==> config.mk <==
export PLATFORM = sky130hd
export DESIGN_NAME = display_scan_ctrl_flat
export DESIGN_NICKNAME = d
export VERILOG_FILES = /design/src/rtl/display_scan_ctrl_if.sv /design/src/rtl/display_scan_ctrl.sv /design/src/flat_wrapper.sv
export SDC_FILE = /design/constraint.sdc
export NUM_CORES = 1
export LEC_CHECK = 0
export ABC_CLOCK_PERIOD_IN_PS = 2200
export CAP_MARGIN = 5
export CORE_ASPECT_RATIO = 1.25
export CORE_MARGIN = 2
export CORE_UTILIZATION = 51
export CTS_CLUSTER_DIAMETER = 60
export DETAILED_ROUTE_END_ITERATION = 10
export PLACE_DENSITY = 0.78
export SLEW_MARGIN = 20
export SYNTH_ARGS = -nofsm -noshare
export SYNTH_HDL_FRONTEND = slang
export SYNTH_SLANG_ARGS = --single-unit
==> constraint.sdc <==
create_clock -name clk -period 2.2 [get_ports clk]
set_input_delay 0.44 -clock clk [delete_from_list [all_inputs] [get_ports clk]]
set_output_delay 0.44 -clock clk [all_outputs]
set_load 0.02 [all_outputs]
==> src/rtl/display_scan_ctrl_if.sv <==
// Bus bundle for display_scan_ctrl: load/value handshake in, scan and digit data out.
interface display_scan_ctrl_if;
    logic        load;
    logic [15:0] value;
    logic [3:0]  dp_in;
    logic        busy;
    logic [1:0]  digit;
    logic [4:0]  d0;
    logic [4:0]  d1;
    logic [4:0]  d2;
    logic [4:0]  d3;
    logic        frame;

    modport master (output load, value, dp_in,
                    input  busy, digit, d0, d1, d2, d3, frame);
    modport slave  (input  load, value, dp_in,
                    output busy, digit, d0, d1, d2, d3, frame);
endinterface

==> src/rtl/display_scan_ctrl.sv <==
// 4-digit multiplexed display scan controller with frame-synchronous, tear-free digit update.
// Optional macro BCD_CONV_EN: binary-to-BCD (double-dabble) conversion of the loaded value.
module display_scan_ctrl #(
    parameter int unsigned REFRESH_DIV = 100000
) (
    input  logic               clk,
    input  logic               reset,
    display_scan_ctrl_if.slave bus
);
    localparam int unsigned PW = (REFRESH_DIV > 1) ? $clog2(REFRESH_DIV) : 1;

    logic [PW-1:0] presc;
    logic [1:0]    digit_q;
    logic          frame_q;
    logic          tc;
    logic          frame_edge;

    logic [3:0]    pend_dp;
    logic [15:0]   pend_nib;
    logic          pend_valid;
    logic [4:0]    d0_q, d1_q, d2_q, d3_q;

    logic          wr_pend;
    logic [15:0]   wr_nib;
    logic [3:0]    wr_dp;

    assign tc         = (presc == PW'(REFRESH_DIV - 1));
    assign frame_edge = tc && (digit_q == 2'd3);

    // Free-running scan: prescaler, digit index and frame pulse
    always_ff @(posedge clk or posedge reset) begin
        if (reset) begin
            presc   <= '0;
            digit_q <= 2'd0;
            frame_q <= 1'b0;
        end else begin
            presc   <= tc ? '0 : presc + PW'(1);
            frame_q <= frame_edge;
            if (tc) digit_q <= digit_q + 2'd1;
        end
    end

`ifdef BCD_CONV_EN
    localparam logic [0:0] ST_IDLE = 1'b0;
    localparam logic [0:0] ST_CONV = 1'b1;

    logic [0:0]  state, state_nxt;
    logic [3:0]  cnt;
    logic [15:0] bin_sr;
    logic [15:0] bcd_sr;
    logic [15:0] bcd_adj;
    logic [15:0] bcd_step;
    logic        err_q;
    logic [3:0]  dp_cap;
    logic        busy_q;
    logic        conv_done;
    logic        accept;

    always_ff @(posedge clk or posedge reset) begin
        if (reset) state <= ST_IDLE;
        else       state <= state_nxt;
    end

    // Add-3 correction per BCD nibble, then shift in the next binary bit
    always_comb begin
        state_nxt = state;
        conv_done = 1'b0;
        accept    = 1'b0;
        bcd_adj   = bcd_sr;
        for (int i = 0; i < 4; i++) begin
            if (bcd_sr[4*i +: 4] >= 4'd5) bcd_adj[4*i +: 4] = bcd_sr[4*i +: 4] + 4'd3;
        end
        bcd_step = {bcd_adj[14:0], bin_sr[15]};
        case (state)
            ST_IDLE: if (bus.load) begin
                accept    = 1'b1;
                state_nxt = ST_CONV;
            end
            ST_CONV: if (cnt == 4'd15) begin
                conv_done = 1'b1;
                state_nxt = ST_IDLE;
            end
            default: state_nxt = ST_IDLE;
        endcase
    end

    always_ff @(posedge clk or posedge reset) begin
        if (reset) begin
            cnt    <= 4'd0;
            bin_sr <= 16'd0;
            bcd_sr <= 16'd0;
            err_q  <= 1'b0;
            dp_cap <= 4'd0;
            busy_q <= 1'b0;
        end else begin
            busy_q <= (state_nxt == ST_CONV);
            if (accept) begin
                cnt    <= 4'd0;
                bin_sr <= bus.value;
                bcd_sr <= 16'd0;
                err_q  <= (bus.value > 16'd9999);
                dp_cap <= bus.dp_in;
            end else if (state == ST_CONV) begin
                cnt    <= cnt + 4'd1;
                bin_sr <= {bin_sr[14:0], 1'b0};
                bcd_sr <= bcd_step;
            end
        end
    end

    assign wr_pend  = conv_done;
    assign wr_nib   = err_q ? 16'hEEEE : bcd_step;
    assign wr_dp    = dp_cap;
    assign bus.busy = busy_q;
`else
    assign wr_pend  = bus.load;
    assign wr_nib   = bus.value;
    assign wr_dp    = bus.dp_in;
    assign bus.busy = 1'b0;
`endif

    // Pending buffer; a write on a frame edge wins over the commit's clear
    always_ff @(posedge clk or posedge reset) begin
        if (reset) begin
            pend_nib   <= 16'd0;
            pend_dp    <= 4'd0;
            pend_valid <= 1'b0;
        end else if (wr_pend) begin
            pend_nib   <= wr_nib;
            pend_dp    <= wr_dp;
            pend_valid <= 1'b1;
        end else if (frame_edge) begin
            pend_valid <= 1'b0;
        end
    end

    // Displayed digits change only on a frame edge, from the pre-edge pending contents
    always_ff @(posedge clk or posedge reset) begin
        if (reset) begin
            d0_q <= 5'd0;
            d1_q <= 5'd0;
            d2_q <= 5'd0;
            d3_q <= 5'd0;
        end else if (frame_edge && pend_valid) begin
            d0_q <= {pend_dp[0], pend_nib[3:0]};
            d1_q <= {pend_dp[1], pend_nib[7:4]};
            d2_q <= {pend_dp[2], pend_nib[11:8]};
            d3_q <= {pend_dp[3], pend_nib[15:12]};
        end
    end

    assign bus.digit = digit_q;
    assign bus.frame = frame_q;
    assign bus.d0    = d0_q;
    assign bus.d1    = d1_q;
    assign bus.d2    = d2_q;
    assign bus.d3    = d3_q;
endmodule

==> src/flat_wrapper.sv <==
// flat-port wrapper written by rule: the top's interface ports become plain ports
module display_scan_ctrl_flat 
#(
    parameter int unsigned REFRESH_DIV = 100000
)
  (clk, reset, bus_load, bus_value, bus_dp_in, bus_busy, bus_digit, bus_d0, bus_d1, bus_d2, bus_d3, bus_frame);
  display_scan_ctrl_if bus_i ();
  input  logic clk;
  input  logic reset;
  input wire logic [$bits(bus_i.load)-1:0] bus_load;
  input wire logic [$bits(bus_i.value)-1:0] bus_value;
  input wire logic [$bits(bus_i.dp_in)-1:0] bus_dp_in;
  output wire logic [$bits(bus_i.busy)-1:0] bus_busy;
  output wire logic [$bits(bus_i.digit)-1:0] bus_digit;
  output wire logic [$bits(bus_i.d0)-1:0] bus_d0;
  output wire logic [$bits(bus_i.d1)-1:0] bus_d1;
  output wire logic [$bits(bus_i.d2)-1:0] bus_d2;
  output wire logic [$bits(bus_i.d3)-1:0] bus_d3;
  output wire logic [$bits(bus_i.frame)-1:0] bus_frame;
  assign bus_i.load = bus_load;
  assign bus_i.value = bus_value;
  assign bus_i.dp_in = bus_dp_in;
  assign bus_busy = bus_i.busy;
  assign bus_digit = bus_i.digit;
  assign bus_d0 = bus_i.d0;
  assign bus_d1 = bus_i.d1;
  assign bus_d2 = bus_i.d2;
  assign bus_d3 = bus_i.d3;
  assign bus_frame = bus_i.frame;
  display_scan_ctrl #(.REFRESH_DIV(REFRESH_DIV)) u_core (.clk(clk), .reset(reset), .bus(bus_i));
endmodule
* After elaboration in Yosys (flattened, before gate mapping)
Cells that the tools add are included.
** Cells by class
- Shifts and indexed selects :: 0
- Multipliers :: 0
- Reduce and logical (&&, ||, !) cells :: 3
- $add $sub $neg :: 2
- Eq/ne operators :: 2
- Muxes and demuxes :: 3
- Divide/modulo/power cells :: 0
- Order comparisons :: 0
- Bitwise gates (word level) :: 0
** Operators with widths (number)
- $add 17x1->17 const B :: 1
- $eq 17x17->1 const B :: 1
- $mux 17 :: 1
- $add 2x1->2 const B :: 1
- $eq 2x2->1 const B :: 1
- $logic_and 1x1->1 :: 2
- $mux 1 :: 2
- $reduce_bool 2->1 :: 1
** Storage, ports and cells
- Memories kept :: 0
- ROM bits :: 0
- RAM bits :: 0
- Bits in latches :: 0
- Register bits after elaboration :: 61
- Output and inout bits :: 24

* Longest topological paths before layout
- Depth after elaboration :: 4
- Depth in mapped cells :: 5
- Depth with buffers taken out :: 5

* Worst setup path before layout
Ideal clock, no wire load.
- Path kind :: register -> register
- Start :: reg u_core.presc[6]
- End :: reg u_core.d0_q[0], in the netlist u_core.bus.d0[0]
- Path slack :: 0.566 ns
- Arrival time :: 1.510 ns
- Cell stages (with the launch flop) :: 6
- Clock period less this slack :: 1.634 ns
- Data required time :: 2.075 ns
- Library setup time :: 0.125 ns
- Cells stage by stage :: dfrtp_1 > and4bb_1 > nand4b_1 > nor3_2 > buf_6 > mux2_2
** On the way
- Longest elaborated chain between the ends :: 3
** RTL lines
- start: declaration :: RTL line display_scan_ctrl.sv:12 : logic [PW-1:0] presc;
- start signal: assignment :: RTL line display_scan_ctrl.sv:37 : presc <= tc ? '0 : presc + PW'(1);
- $eq 17x17->1 :: RTL line display_scan_ctrl.sv:27 : assign tc = (presc == PW'(REFRESH_DIV - 1));
- $logic_and 1x1->1 :: RTL line display_scan_ctrl.sv:28 : assign frame_edge = tc && (digit_q == 2'd3);
- $logic_and 1x1->1 :: RTL line display_scan_ctrl.sv:144 : end else if (frame_edge && pend_valid) begin
- end signal: assignment :: RTL line display_scan_ctrl.sv:145 : d0_q <= {pend_dp[0], pend_nib[3:0]};
- end: declaration :: RTL line display_scan_ctrl.sv:21 : logic [4:0] d0_q, d1_q, d2_q, d3_q;
Every way passes these cells.
A chain may end at the register's enable or synchronous reset.

* Final worst setup path
- Start :: reg u_core.presc[6]
- End :: reg u_core.d2_q[0], in the netlist u_core.bus.d2[0]
** On the way
- Longest elaborated chain between the ends :: 3
** RTL lines
- $eq 17x17->1 :: RTL line display_scan_ctrl.sv:27
- $logic_and 1x1->1 :: RTL line display_scan_ctrl.sv:28
- $logic_and 1x1->1 :: RTL line display_scan_ctrl.sv:144
- end signal: assignment :: RTL line display_scan_ctrl.sv:147 : d2_q <= {pend_dp[2], pend_nib[11:8]};
- end: declaration :: RTL line display_scan_ctrl.sv:21
Every way passes these cells.

==> impl.org <==
** Timing
- The final number of max-transition violations is 0.
- Between clock sinks in the finished design, the worst skew comes to 0.00689 ns.
- On the final layout, the worst hold slack is 0.431 ns.
- The final critical path takes up 82.8% of the cycle.
- Time the worst path needs with I/O delays and setup :: 1.82 ns
- Summed over all failing endpoints, the final setup total negative slack is 0 ns.
- The number of hold violations in the final report is 0.
- Setup-violating endpoint count in the final report :: 0
- Peak Freq :: 549 MHz
- RSZ-0062 raised after global routing :: false

** Clock tree
- Counting every sink on the clock net gives 61.
- # Post-CTS Setup Buffers :: 0
- Source-to-sink clock delay at the later pin of the worst-skew pair :: 0.34 ns
- Number of buffers inserted during clock tree synthesis :: 9
- The clock passes through at most 2 buffers.
- The number of gates resized after CTS was 0.
- The cell sitting at the root of the clock tree is a sky130_fd_sc_hd__clkbuf_8.
- TritonCTS built the clock tree.
- Depth of the CTS H-tree :: 3
- After clock tree synthesis, the clock-pin slew on the worst setup and hold paths is 0.07 ns.
- Hold-fix buffers at CTS :: 0

** Synthesis
- Synthesis produced a netlist with a net count of 207.
- Seq/Total Area, Yosys :: 60.8%
- Post-synthesis cell area :: 0.00251 sq mm
- The netlist uses 29 different library cells.
- Count of warnings emitted by yosys :: 0
- Count of state elements after synthesis :: 61
- Number of standard cells after synthesis :: 182
- A synthesized cell averages 13.8 sq um.

** Hold path
- The tightest min-delay check is of the primary input to asynchronous set/reset pin type.

** Drt
- Post-DR vias/cell :: 5.23
- Wire segments on met3 add up to 297 um in the final route.
- Detailed routing placed a total of 2100 um of wire on met2.
- Antenna-violating nets left :: 0
- Routed wire length per instance :: 15.3 um
- Detailed-route wire length on metal 1 :: 2070 um
- Before antenna repair, the detailed router went through 4 iterations.
- Post-route DRC violation count :: 0
- The routed design has 4590 um of wire.
- Total via count in the routed design :: 1570
- Routed signal wires occupy layers up through met4.
- Detailed router's first-iteration violation count :: 73

** Worst setup path
- At the worst endpoint, the required time is 2.43 ns.
- Setup crit end kind :: register
- Crit path arrival time :: 2.05 ns
- Kind of start point of the critical path :: register
- Maximum net fanout on the critical path :: 20
- Startpoint-to-endpoint class of the critical path :: register to register
- The startpoint identified for the worst register-to-register timing path is u_core.presc[6].
- Worst setup path start :: u_core.presc[6]

** Place
- Once detailed placement completed, the half-perimeter wirelength came to 3050 um.
- At the end of routability-driven placement, the weighted congestion stood at 0.873.
- Cell area after placement :: 0.00303 sq mm
- During placement, the flow inserted port buffers numbering 45.

** Die
- For this configuration, the core starts out at a cell density of 53.1%.
- Placeable core area :: 0.00473 sq mm
- Count of boundary I/O pins :: 47
- In this run the vertical extent of the chip is 82.4 um.
- Die outline width :: 66.7 um
- The floorplan has 28 rows.
- The die covers 0.00550 sq mm.

** Cells and area
- The layout has 343 filler cells.
- The repair_antennas step left the layout with diodes totalling 0.
- Summing all flip-flop and latch instances after layout gives 0.00153 sq mm.
- From synthesis to final layout, the design area changed by 29.2%.
- Non-Filler Cell Area, Final :: 0.00324 sq mm
- Multi-input combinational cell area :: 917 sq um
- Number of nets in the layout :: 260
- Fraction of final layout cells with drive strength greater than 1 :: 26.7%

** Global routing
- Entering global routing, the biggest net connects 23 pins.
- Global-route wire length before repair :: 7440 um
- The number of global-route vias before repair came to 1581.
- Global routing used 18.9% of the available tracks.
- After global routing the overflow that remains totals 0.
- Number of antenna violations at the first check in global routing :: 0

** Status
- The run finished with clean final reports.

** Pwr
- In this run the power density over the cells is 717 mW/mm^2.
- In this run the static leakage power is 1.43 nW.
- Across the VDD grid, the largest voltage drop is 0.000546 V.

** Job
- Max-cap violations :: 0
[flip-flops by register name, indices dropped and copies added (netlist names)]
signal and cells:
u_core.bus.d1 5, u_core.bus.d3 5, u_core.presc 17, u_core.bus.digit 2, u_core.bus.d0 5, u_core.pend_dp 4
u_core.pend_nib 16, u_core.bus.d2 5, u_core.pend_valid 1, u_core.bus.frame 1
[cell families (layout without fill, tap and decap cells)]
kind of cell / after synthesis / after routing / share of synthesized area [%]
AOI/OAI and AO/OA: 1 / 1 / 0.199
xor gates and xnor gates: 16 / 16 / 5.58
adders and majority gates: 2 / 2 / 0.997
buffers and inverters: 11 / 69 / 2.64
DFF: 61 / 61 / 60.8
muxes: 41 / 41 / 18.4
other: 1 / 1 / 0.149
and+or+nand+nor: 49 / 49 / 11.2
[report_power, final]
part           switching, mW  internal [mW]
Sequential            0.0166           1.16
Clock                  0.417          0.614
Combinational         0.0457         0.0727
Total                  0.479           1.85
[final timing paths]
| check | end | slack [ns] | cells past startpoint |
|---|---|---|---|
| setup / recovery | u_core.bus.d2[0] | 0.38 | 5 |
| hold / removal | u_core.bus.d2[1] | 0.43 | 2 |
| setup reg to reg | u_core.bus.d2[0] | 0.38 | 5 |
| hold reg to reg | u_core.presc[13] | 0.50 | 1 |
| max in group asynchronous | u_core.presc[1] | 1.13 | 3 |
| min in group clk | u_core.presc[13] | 0.50 | 1 |
[worst max-delay path, cell delays in order (launching register included)]
cell and delay [ns]:
sky130_fd_sc_hd__dfrtp_1 0.45, sky130_fd_sc_hd__and4bb_1 0.31, sky130_fd_sc_hd__nand4b_1 0.11, sky130_fd_sc_hd__nor3_2 0.16, sky130_fd_sc_hd__buf_4 0.30, sky130_fd_sc_hd__mux2_2 0.37
[cell usage after synthesis]
library cell	n	area share (%)
sky130_fd_sc_hd__clkbuf_2	1	0.20
sky130_fd_sc_hd__clkbuf_1	2	0.30
sky130_fd_sc_hd__nor2_1	12	1.8
sky130_fd_sc_hd__buf_6	2	0.90
sky130_fd_sc_hd__and2_1	1	0.25
sky130_fd_sc_hd__nor3b_1	2	0.60
sky130_fd_sc_hd__nor4bb_1	1	0.40
sky130_fd_sc_hd__buf_4	2	0.60
sky130_fd_sc_hd__nor4_1	4	1.0
sky130_fd_sc_hd__nand4_1	8	2.0
sky130_fd_sc_hd__and4_1	1	0.35
sky130_fd_sc_hd__nor3_1	2	0.40
sky130_fd_sc_hd__buf_2	1	0.20
sky130_fd_sc_hd__nor3_2	1	0.40
sky130_fd_sc_hd__and4bb_1	1	0.50
sky130_fd_sc_hd__inv_1	3	0.45
sky130_fd_sc_hd__and4bb_2	1	0.50
sky130_fd_sc_hd__xor2_1	8	2.8
sky130_fd_sc_hd__nor2b_1	2	0.50
sky130_fd_sc_hd__nand3_1	6	1.2
sky130_fd_sc_hd__nand4b_1	1	0.35
sky130_fd_sc_hd__ha_1	2	1.0
sky130_fd_sc_hd__nand2b_1	1	0.25
sky130_fd_sc_hd__o21ai_0	1	0.20
sky130_fd_sc_hd__dfrtp_1	61	61
sky130_fd_sc_hd__nand2_1	5	0.75
sky130_fd_sc_hd__conb_1	1	0.15
sky130_fd_sc_hd__mux2_2	41	18
sky130_fd_sc_hd__xnor2_1	8	2.8
[layout make-up]
type                    count  area share [%]
inverters                   3           0.347
clock buffers              13            5.21
multi-input cells         110            28.3
clock inverters             3            1.31
well taps                  60            2.32
flip-flops and latches     61            47.1
repair buffers             50            15.4
[cell usage in the layout, fill, tap and decap left out]
master                            Yosys  routed
sky130_fd_sc_hd__nand2_1              5       5
sky130_fd_sc_hd__and4bb_2             1       1
sky130_fd_sc_hd__nand3_1              6       6
sky130_fd_sc_hd__clkinv_2             0       1
sky130_fd_sc_hd__conb_1               1       1
sky130_fd_sc_hd__ha_1                 2       2
sky130_fd_sc_hd__nor3b_1              2       2
sky130_fd_sc_hd__nor4_1               4       4
sky130_fd_sc_hd__clkdlybuf4s50_1      0      45
sky130_fd_sc_hd__nand2b_1             1       1
sky130_fd_sc_hd__nor4bb_1             1       1
sky130_fd_sc_hd__buf_4                2       4
sky130_fd_sc_hd__clkbuf_8             0      12
sky130_fd_sc_hd__nand4_1              8       8
sky130_fd_sc_hd__mux2_2              41      41
sky130_fd_sc_hd__bufinv_16            0       1
sky130_fd_sc_hd__xnor2_1              8       8
sky130_fd_sc_hd__and4_1               1       1
sky130_fd_sc_hd__nor3_1               2       2
sky130_fd_sc_hd__nor3_2               1       1
sky130_fd_sc_hd__buf_12               0       1
sky130_fd_sc_hd__and4bb_1             1       1
sky130_fd_sc_hd__o21ai_0              1       1
sky130_fd_sc_hd__and2_1               1       1
sky130_fd_sc_hd__xor2_1               8       8
sky130_fd_sc_hd__inv_1                3       2
sky130_fd_sc_hd__nor2_1              12      12
sky130_fd_sc_hd__clkinvlp_4           0       1
sky130_fd_sc_hd__nor2b_1              2       2
sky130_fd_sc_hd__inv_2                0       1
sky130_fd_sc_hd__dfrtp_1             61      61
sky130_fd_sc_hd__clkbuf_1             2       1
sky130_fd_sc_hd__nand4b_1             1       1
[layer usage]
layer,vias up,global-route usage (%)
met5,-,0
met4,0,9.80
met2,56,29.9
li1,748,-
met3,15,6.91
met1,751,22.8
[metrics by stage]
step | total power [mW] | std cells | utilization, % | worst slack, ns
final | 2.32 | 300 | 68.5 | 0.379
after global routing | 2.42 | 300 | 68.5 | 0.262
after CTS | 2.36 | 300 | 68.5 | 0.372
after detailed placement | 1.32 | 284 | 64.1 | 0.385
after global placement | 1.31 | 284 | 64.1 | 0.392
after floorplan | 1.25 | 182 | - | 0.247
Note: power is estimated with default switching activity, not from simulation.
